===== src/rtl/id_ex_if.sv =====
// Bundle of ID-side decode fields, MEM/WB forwarding sources and EX-side
// outputs exchanged between the pipeline and the ID/EX stage.
interface id_ex_if #(
    parameter int unsigned XLEN = 32,
    parameter int unsigned RA_W = 5
);
    logic            id_valid;
    logic [XLEN-1:0] id_pc;
    logic [RA_W-1:0] id_rs1;
    logic [RA_W-1:0] id_rs2;
    logic [RA_W-1:0] id_rd;
    logic [1:0]      id_use_rs;
    logic [XLEN-1:0] id_rs1_data;
    logic [XLEN-1:0] id_rs2_data;
    logic [XLEN-1:0] id_imm;
    logic [3:0]      id_fs;
    logic [1:0]      id_src;
    logic [4:0]      id_ctrl;
    logic            flush;
    logic [RA_W-1:0] mem_rd;
    logic            mem_reg_write;
    logic [XLEN-1:0] mem_result;
    logic [RA_W-1:0] wb_rd;
    logic            wb_reg_write;
    logic [XLEN-1:0] wb_data;
    logic            stall_id;
    logic            ex_valid;
    logic [XLEN-1:0] ex_pc;
    logic [RA_W-1:0] ex_rd;
    logic [3:0]      ex_fs;
    logic [4:0]      ex_ctrl;
    logic [XLEN-1:0] fu_a;
    logic [XLEN-1:0] fu_b;
    logic [XLEN-1:0] ex_store_data;

    modport master (
        output id_valid, id_pc, id_rs1, id_rs2, id_rd, id_use_rs,
               id_rs1_data, id_rs2_data, id_imm, id_fs, id_src, id_ctrl,
               flush, mem_rd, mem_reg_write, mem_result,
               wb_rd, wb_reg_write, wb_data,
        input  stall_id, ex_valid, ex_pc, ex_rd, ex_fs, ex_ctrl,
               fu_a, fu_b, ex_store_data
    );

    modport slave (
        input  id_valid, id_pc, id_rs1, id_rs2, id_rd, id_use_rs,
               id_rs1_data, id_rs2_data, id_imm, id_fs, id_src, id_ctrl,
               flush, mem_rd, mem_reg_write, mem_result,
               wb_rd, wb_reg_write, wb_data,
        output stall_id, ex_valid, ex_pc, ex_rd, ex_fs, ex_ctrl,
               fu_a, fu_b, ex_store_data
    );
endinterface


===== src/rtl/id_ex_stage.sv =====
// ID/EX pipeline register with ID-side WB bypass, load-use stall detection
// and EX-side MEM/WB operand forwarding feeding the FU.
module id_ex_stage #(
    parameter int unsigned XLEN = 32,
    parameter int unsigned RA_W = 5
) (
    input  logic   clk,
    input  logic   rst,
    id_ex_if.slave bus
);
    typedef struct packed {
        logic            valid;
        logic [XLEN-1:0] pc;
        logic [RA_W-1:0] rs1;
        logic [RA_W-1:0] rs2;
        logic [RA_W-1:0] rd;
        logic [XLEN-1:0] rs1_data;
        logic [XLEN-1:0] rs2_data;
        logic [XLEN-1:0] imm;
        logic [3:0]      fs;
        logic [1:0]      src;
        logic [4:0]      ctrl;
    } ex_reg_t;

    ex_reg_t         ex_q;
    ex_reg_t         ex_d;
    logic            hz_c;
    logic [XLEN-1:0] id_rs1_byp_c;
    logic [XLEN-1:0] id_rs2_byp_c;
    logic [XLEN-1:0] fwd1_c;
    logic [XLEN-1:0] fwd2_c;

    // WB value written this cycle replaces stale register-file reads
    always_comb begin
        id_rs1_byp_c = bus.id_rs1_data;
        id_rs2_byp_c = bus.id_rs2_data;
        if (bus.wb_reg_write && (bus.wb_rd != '0) && (bus.wb_rd == bus.id_rs1))
            id_rs1_byp_c = bus.wb_data;
        if (bus.wb_reg_write && (bus.wb_rd != '0) && (bus.wb_rd == bus.id_rs2))
            id_rs2_byp_c = bus.wb_data;
    end

    // Load in EX whose result a valid ID instruction needs
    always_comb begin
        hz_c = ex_q.valid && ex_q.ctrl[3] && (ex_q.rd != '0) && bus.id_valid &&
               ((bus.id_use_rs[0] && (ex_q.rd == bus.id_rs1)) ||
                (bus.id_use_rs[1] && (ex_q.rd == bus.id_rs2)));
    end

    always_comb begin
        ex_d.valid    = bus.id_valid;
        ex_d.pc       = bus.id_pc;
        ex_d.rs1      = bus.id_rs1;
        ex_d.rs2      = bus.id_rs2;
        ex_d.rd       = bus.id_rd;
        ex_d.rs1_data = id_rs1_byp_c;
        ex_d.rs2_data = id_rs2_byp_c;
        ex_d.imm      = bus.id_imm;
        ex_d.fs       = bus.id_fs;
        ex_d.src      = bus.id_src;
        ex_d.ctrl     = bus.id_ctrl;
        if (bus.flush || hz_c) begin
            ex_d.valid = 1'b0;
            ex_d.ctrl  = '0;
            ex_d.fs    = '0;
            ex_d.rd    = '0;
        end else if (!bus.id_valid) begin
            ex_d.ctrl = '0;
        end
    end

    always_ff @(posedge clk or posedge rst) begin
        if (rst) ex_q <= '0;
        else     ex_q <= ex_d;
    end

    // MEM result is younger than WB data, so it wins; x0 is never forwarded
    always_comb begin
        fwd1_c = ex_q.rs1_data;
        if (bus.mem_reg_write && (bus.mem_rd != '0) && (bus.mem_rd == ex_q.rs1))
            fwd1_c = bus.mem_result;
        else if (bus.wb_reg_write && (bus.wb_rd != '0) && (bus.wb_rd == ex_q.rs1))
            fwd1_c = bus.wb_data;

        fwd2_c = ex_q.rs2_data;
        if (bus.mem_reg_write && (bus.mem_rd != '0) && (bus.mem_rd == ex_q.rs2))
            fwd2_c = bus.mem_result;
        else if (bus.wb_reg_write && (bus.wb_rd != '0) && (bus.wb_rd == ex_q.rs2))
            fwd2_c = bus.wb_data;
    end

    assign bus.stall_id      = hz_c && !bus.flush;
    assign bus.ex_valid      = ex_q.valid;
    assign bus.ex_pc         = ex_q.pc;
    assign bus.ex_rd         = ex_q.rd;
    assign bus.ex_fs         = ex_q.fs;
    assign bus.ex_ctrl       = ex_q.ctrl;
    assign bus.fu_a          = ex_q.src[0] ? ex_q.pc  : fwd1_c;
    assign bus.fu_b          = ex_q.src[1] ? ex_q.imm : fwd2_c;
    assign bus.ex_store_data = fwd2_c;
endmodule


===== src/flat_wrapper.sv =====
// flat-port wrapper written by rule: the top's interface ports become plain ports
module id_ex_stage_flat 
#(
    parameter int unsigned XLEN = 32,
    parameter int unsigned RA_W = 5
)
  (clk, rst, bus_id_valid, bus_id_pc, bus_id_rs1, bus_id_rs2, bus_id_rd, bus_id_use_rs, bus_id_rs1_data, bus_id_rs2_data, bus_id_imm, bus_id_fs, bus_id_src, bus_id_ctrl, bus_flush, bus_mem_rd, bus_mem_reg_write, bus_mem_result, bus_wb_rd, bus_wb_reg_write, bus_wb_data, bus_stall_id, bus_ex_valid, bus_ex_pc, bus_ex_rd, bus_ex_fs, bus_ex_ctrl, bus_fu_a, bus_fu_b, bus_ex_store_data);
  id_ex_if #(.XLEN(XLEN), .RA_W(RA_W)) bus_i ();
  input  logic clk;
  input  logic rst;
  input wire logic [$bits(bus_i.id_valid)-1:0] bus_id_valid;
  input wire logic [$bits(bus_i.id_pc)-1:0] bus_id_pc;
  input wire logic [$bits(bus_i.id_rs1)-1:0] bus_id_rs1;
  input wire logic [$bits(bus_i.id_rs2)-1:0] bus_id_rs2;
  input wire logic [$bits(bus_i.id_rd)-1:0] bus_id_rd;
  input wire logic [$bits(bus_i.id_use_rs)-1:0] bus_id_use_rs;
  input wire logic [$bits(bus_i.id_rs1_data)-1:0] bus_id_rs1_data;
  input wire logic [$bits(bus_i.id_rs2_data)-1:0] bus_id_rs2_data;
  input wire logic [$bits(bus_i.id_imm)-1:0] bus_id_imm;
  input wire logic [$bits(bus_i.id_fs)-1:0] bus_id_fs;
  input wire logic [$bits(bus_i.id_src)-1:0] bus_id_src;
  input wire logic [$bits(bus_i.id_ctrl)-1:0] bus_id_ctrl;
  input wire logic [$bits(bus_i.flush)-1:0] bus_flush;
  input wire logic [$bits(bus_i.mem_rd)-1:0] bus_mem_rd;
  input wire logic [$bits(bus_i.mem_reg_write)-1:0] bus_mem_reg_write;
  input wire logic [$bits(bus_i.mem_result)-1:0] bus_mem_result;
  input wire logic [$bits(bus_i.wb_rd)-1:0] bus_wb_rd;
  input wire logic [$bits(bus_i.wb_reg_write)-1:0] bus_wb_reg_write;
  input wire logic [$bits(bus_i.wb_data)-1:0] bus_wb_data;
  output wire logic [$bits(bus_i.stall_id)-1:0] bus_stall_id;
  output wire logic [$bits(bus_i.ex_valid)-1:0] bus_ex_valid;
  output wire logic [$bits(bus_i.ex_pc)-1:0] bus_ex_pc;
  output wire logic [$bits(bus_i.ex_rd)-1:0] bus_ex_rd;
  output wire logic [$bits(bus_i.ex_fs)-1:0] bus_ex_fs;
  output wire logic [$bits(bus_i.ex_ctrl)-1:0] bus_ex_ctrl;
  output wire logic [$bits(bus_i.fu_a)-1:0] bus_fu_a;
  output wire logic [$bits(bus_i.fu_b)-1:0] bus_fu_b;
  output wire logic [$bits(bus_i.ex_store_data)-1:0] bus_ex_store_data;
  assign bus_i.id_valid = bus_id_valid;
  assign bus_i.id_pc = bus_id_pc;
  assign bus_i.id_rs1 = bus_id_rs1;
  assign bus_i.id_rs2 = bus_id_rs2;
  assign bus_i.id_rd = bus_id_rd;
  assign bus_i.id_use_rs = bus_id_use_rs;
  assign bus_i.id_rs1_data = bus_id_rs1_data;
  assign bus_i.id_rs2_data = bus_id_rs2_data;
  assign bus_i.id_imm = bus_id_imm;
  assign bus_i.id_fs = bus_id_fs;
  assign bus_i.id_src = bus_id_src;
  assign bus_i.id_ctrl = bus_id_ctrl;
  assign bus_i.flush = bus_flush;
  assign bus_i.mem_rd = bus_mem_rd;
  assign bus_i.mem_reg_write = bus_mem_reg_write;
  assign bus_i.mem_result = bus_mem_result;
  assign bus_i.wb_rd = bus_wb_rd;
  assign bus_i.wb_reg_write = bus_wb_reg_write;
  assign bus_i.wb_data = bus_wb_data;
  assign bus_stall_id = bus_i.stall_id;
  assign bus_ex_valid = bus_i.ex_valid;
  assign bus_ex_pc = bus_i.ex_pc;
  assign bus_ex_rd = bus_i.ex_rd;
  assign bus_ex_fs = bus_i.ex_fs;
  assign bus_ex_ctrl = bus_i.ex_ctrl;
  assign bus_fu_a = bus_i.fu_a;
  assign bus_fu_b = bus_i.fu_b;
  assign bus_ex_store_data = bus_i.ex_store_data;
  id_ex_stage #(.XLEN(XLEN), .RA_W(RA_W)) u_core (.clk(clk), .rst(rst), .bus(bus_i));
endmodule

===== config.mk =====
export PLATFORM = sky130hd
export DESIGN_NAME = id_ex_stage_flat
export DESIGN_NICKNAME = d
export VERILOG_FILES = /design/src/rtl/id_ex_if.sv /design/src/rtl/id_ex_stage.sv /design/src/flat_wrapper.sv
export SDC_FILE = /design/constraint.sdc
export NUM_CORES = 1
export LEC_CHECK = 0
export ABC_CLOCK_PERIOD_IN_PS = 11570
export CAP_MARGIN = 20
export CORE_MARGIN = 2
export CORE_UTILIZATION = 40
export CTS_BUF_LIST = sky130_fd_sc_hd__clkbuf_4 sky130_fd_sc_hd__clkbuf_8
export CTS_CLUSTER_DIAMETER = 60
export DETAILED_ROUTE_END_ITERATION = 16
export GPL_TIMING_DRIVEN = 1
export PLACE_DENSITY = 0.78
export SYNTH_ARGS = -nofsm -noshare
export SYNTH_HDL_FRONTEND = slang
export SYNTH_SLANG_ARGS = --single-unit

===== constraint.sdc =====
create_clock -name clk -period 11.57 [get_ports clk]
set_input_delay 1.157 -clock clk [delete_from_list [all_inputs] [get_ports clk]]
set_output_delay 1.157 -clock clk [all_outputs]
set_load 0.01 [all_outputs]

==> impl_metrics.csv <==
group,metric,value,unit
power_and_ir_drop,report.power.total,1.32,mW
final_layout,nFillCells,1699,
timing,max_clock_freq,162,MHz
place,hpwl,23000,um
power_and_ir_drop,p_sw_frac,0.303,
clock_network,cts_buffer_depth,2,
place,gp_congestion,0.907,
synthesis,synth.top_cell.area_share,0.481,
global_route,antenna_found_initial,2,
floorplan,die_area,21300,um^2
timing,slew-limit-headroom,0.233,
floorplan,die_width,146,um
timing,clock_skew,0.00471,ns
clock_network,cts_sinks,155,
floorplan,core,19700,um^2
drt,vias,7371,
synthesis,yosysMostFrequentCell,"dfrtp_1",
final_layout,finalCoreUtilization,0.615,
synthesis,synth_area_leader_cell,"dfrtp_1",
clock_network,clk_latency,0.46,ns
synthesis,yosys_warnings,0,
floorplan,core.rowCount,51,
worst_setup_path,arrival,5.03,ns
place,place_ws,5.43,ns
floorplan,start_util,0.411,
power_and_ir_drop,p_seq_frac,0.442,
worst_setup_path,crit_start,"bus_mem_rd[0]",
run_status,outcome,"complete, no violations",
timing,grt_setup_unrepaired,"false",
timing,hold_violations,0,
synthesis,ys_top_cells_by_count,"155 x dfrtp_1, 87 x mux2_2, 53 x buf_4, 37 x nand2_1, 37 x nor2_1",
worst_setup_path,crit_path_start_kind,"input pin",
timing,maxSlewViolCount,0,
floorplan,ios,380,
power_and_ir_drop,p_leak,4.73,nW
synthesis,yosysSeqAreaShare,0.481,
flow_run,max_cap_violations,0,
synthesis,synth-async-reset-ratio,1.00,
drt,drt_iter0_drc,458,
timing,finalCriticalPeriod,6.19,ns
power_and_ir_drop,p_switching,0.401,mW
clock_network,cts_hold_buf,0,
synthesis,yosys-top-cells-area,"dfrtp_1 48%, mux2_2 12%, buf_4 4.9%, a221oi_1 3.5%, xnor2_1 3.5%",
clock_network,postCtsResizedCells,0,
drt,drtPass1Iterations,6,
synthesis,ys_seq_elements,155,
drt,wire_per_inst,23.3,um
floorplan,die_y,146,um
worst_setup_path,path_max_fanout,33,
global_route,overflow,0,
global_route,grt_first_pass_wirelength,46700,um
power_and_ir_drop,pwr_density_cell,109,nW/um^2
worst_setup_path,cp.required,10.41,ns
hold_path,min-delay-path-class,"reg2reg",
synthesis,synthCells,743,
power_and_ir_drop,comb_power_share,0.255,
final_layout,nets,1279,
clock_network,post_cts_buffers,0,
power_and_ir_drop,max-vdd-ir-drop,0.0607,mV
drt,route.detailed.drc,0,
timing,fin_ws,5.38,ns
clock_network,path_clk_slew,0.09,ns
worst_setup_path,path_class,"in2out",
drt,wl,30800,um
timing,tns,0,ns
synthesis,synth_edf_count,0,
drt,ant_nets,0,
drt,avgViaCountPerCell,5.58,
final_layout,syn_to_final_growth,49.8,%
synthesis,synth_area,8070,um^2
global_route,grtUsageTotal,0.288,
global_route,grt_pass1_vias,7800,
global_route,grt_max_degree,82,
timing,setup_viol,0,
final_layout,final_layout_size_suffix_gt1_frac,0.151,
synthesis,synthFlopType,"dfrtp_1",
timing,timing.final.crit_share,0.535,
clock_network,cts_made_buffers,17,
timing,worstMarginPinSlew,1.14,ns
worst_setup_path,end_kind,"output port",
synthesis,synth_cell_types,37,
synthesis,synthesis.nets,979,
clock_network,htreeDepth,4,
power_and_ir_drop,clockPowerShare,0.303,
clock_network,cts_tree,"done",
place,io_buffers,379,
worst_setup_path,r2r_start,"u_core.bus.ex_rd[2]$_DFF_PP0_",
synthesis,syn_area_per_cell,10.9,um^2
power_and_ir_drop,intPower,0.922,mW
hold_path,hp-start,"u_core.bus.ex_valid$_DFF_PP0_",
clock_network,cts_root_buffer,"clkbuf_8",
-- cells in the final DEF (no fill, tap or decap), types with 9 or more instances in the layout --
cell type        instances
clkdlybuf4s50_1        379
dfrtp_1                154
mux2_2                  87
nand2_1                 37
nor2_1                  36
nand3_1                 35
and3_1                  33
nor3_1                  33
xnor2_1                 32
a221oi_1                32
o31ai_1                 32
o21ai_1                 25
a31oi_1                 21
clkbuf_8                18
and2_1                  13
a31oi_2                 11
buf_4                   10
mux2_1                   9
-- through the flow --
stage,hold slack [ns],area [um^2],instances
final,0.833,12100,1322
after global routing,0.921,12100,1321
after CTS,0.822,12100,1320
after detailed placement,0.816,11700,1288
after global placement,0.803,11700,1287
after floorplan,0.734,8070,743
-- kinds of logic (layout without fill, tap and decap cells) --
kind of cell / after synthesis / in the layout / synth area share
AOI/OAI and AO/OA: 136 / 136 / 0.128
xor gates and xnor gates: 40 / 40 / 0.0443
buffers and inverters: 112 / 425 / 0.0848
DFF: 155 / 155 / 0.481
muxes: 96 / 96 / 0.134
other: 0 / 1 / 0
and+or+nand+nor: 204 / 204 / 0.129
-- worst paths after layout --
check	cells past startpoint	end	slack, ns
worst max-delay path	7	bus_fu_b[0]	5.38
worst min-delay path	3	u_core.bus.ex_valid$_DFF_PP0_	0.83
worst max register to register	5	u_core.bus.ex_ctrl[3]$_DFF_PP0_	9.99
worst min register to register	3	u_core.bus.ex_valid$_DFF_PP0_	0.83
max in group asynchronous	4	u_core.ex_q[5]$_DFF_PP0_	9.13
min in group asynchronous	2	u_core.bus.ex_pc[7]$_DFF_PP0_	1.19
-- flip-flops by register name, summed over array words and instances (netlist names) --
| signal | flops |
|---|---|
| u_core.bus.ex_ctrl | 5 |
| u_core.bus.ex_fs | 4 |
| u_core.bus.ex_pc | 32 |
| u_core.bus.ex_rd | 5 |
| u_core.bus.ex_valid | 1 |
| u_core.ex_q | 108 |
-- metal layers --
| layer | vias to the layer above | share of wire | GRT usage |
|---|---|---|---|
| met1 | 3637 | 0.38 | 0.346 |
| met3 | 64 | 0.088 | 0.0875 |
| met5 | - | 0.00088 | 0 |
| met2 | 412 | 0.49 | 0.486 |
| li1 | 3254 | - | - |
| met4 | 4 | 0.033 | 0.115 |
-- power groups by stage --
stage / logic [mW] / registers (mW) / clock network, mW
final: 0.338 / 0.585 / 0.401
after global routing: 0.358 / 0.587 / 0.438
after CTS: 0.337 / 0.585 / 0.409
after detailed placement: 0.335 / 0.595 / 0
after global placement: 0.331 / 0.594 / 0
after floorplan: 0.149 / 0.589 / 0
-- cell type report --
class	instances	area, um^2	share of cell area
antenna	1	2.50	0.000207
clock inverter	14	129	0.0107
timing repair buffer	391	3920	0.324
clock buffer	18	248	0.0205
tap	265	332	0.0274
inverter	2	12.5	0.00103
sequential	155	3880	0.321
multi-input combinational	476	3570	0.295
-- worst max-delay path, stage by stage --
cell and delay (ns):
clkdlybuf4s50_1 0.48, or4_4 0.58, o211ai_4 0.85, or2_2 0.84
a31oi_1 0.25, mux2_2 0.32, clkdlybuf4s50_1 0.53
Note: power is estimated with default switching activity, not from simulation.
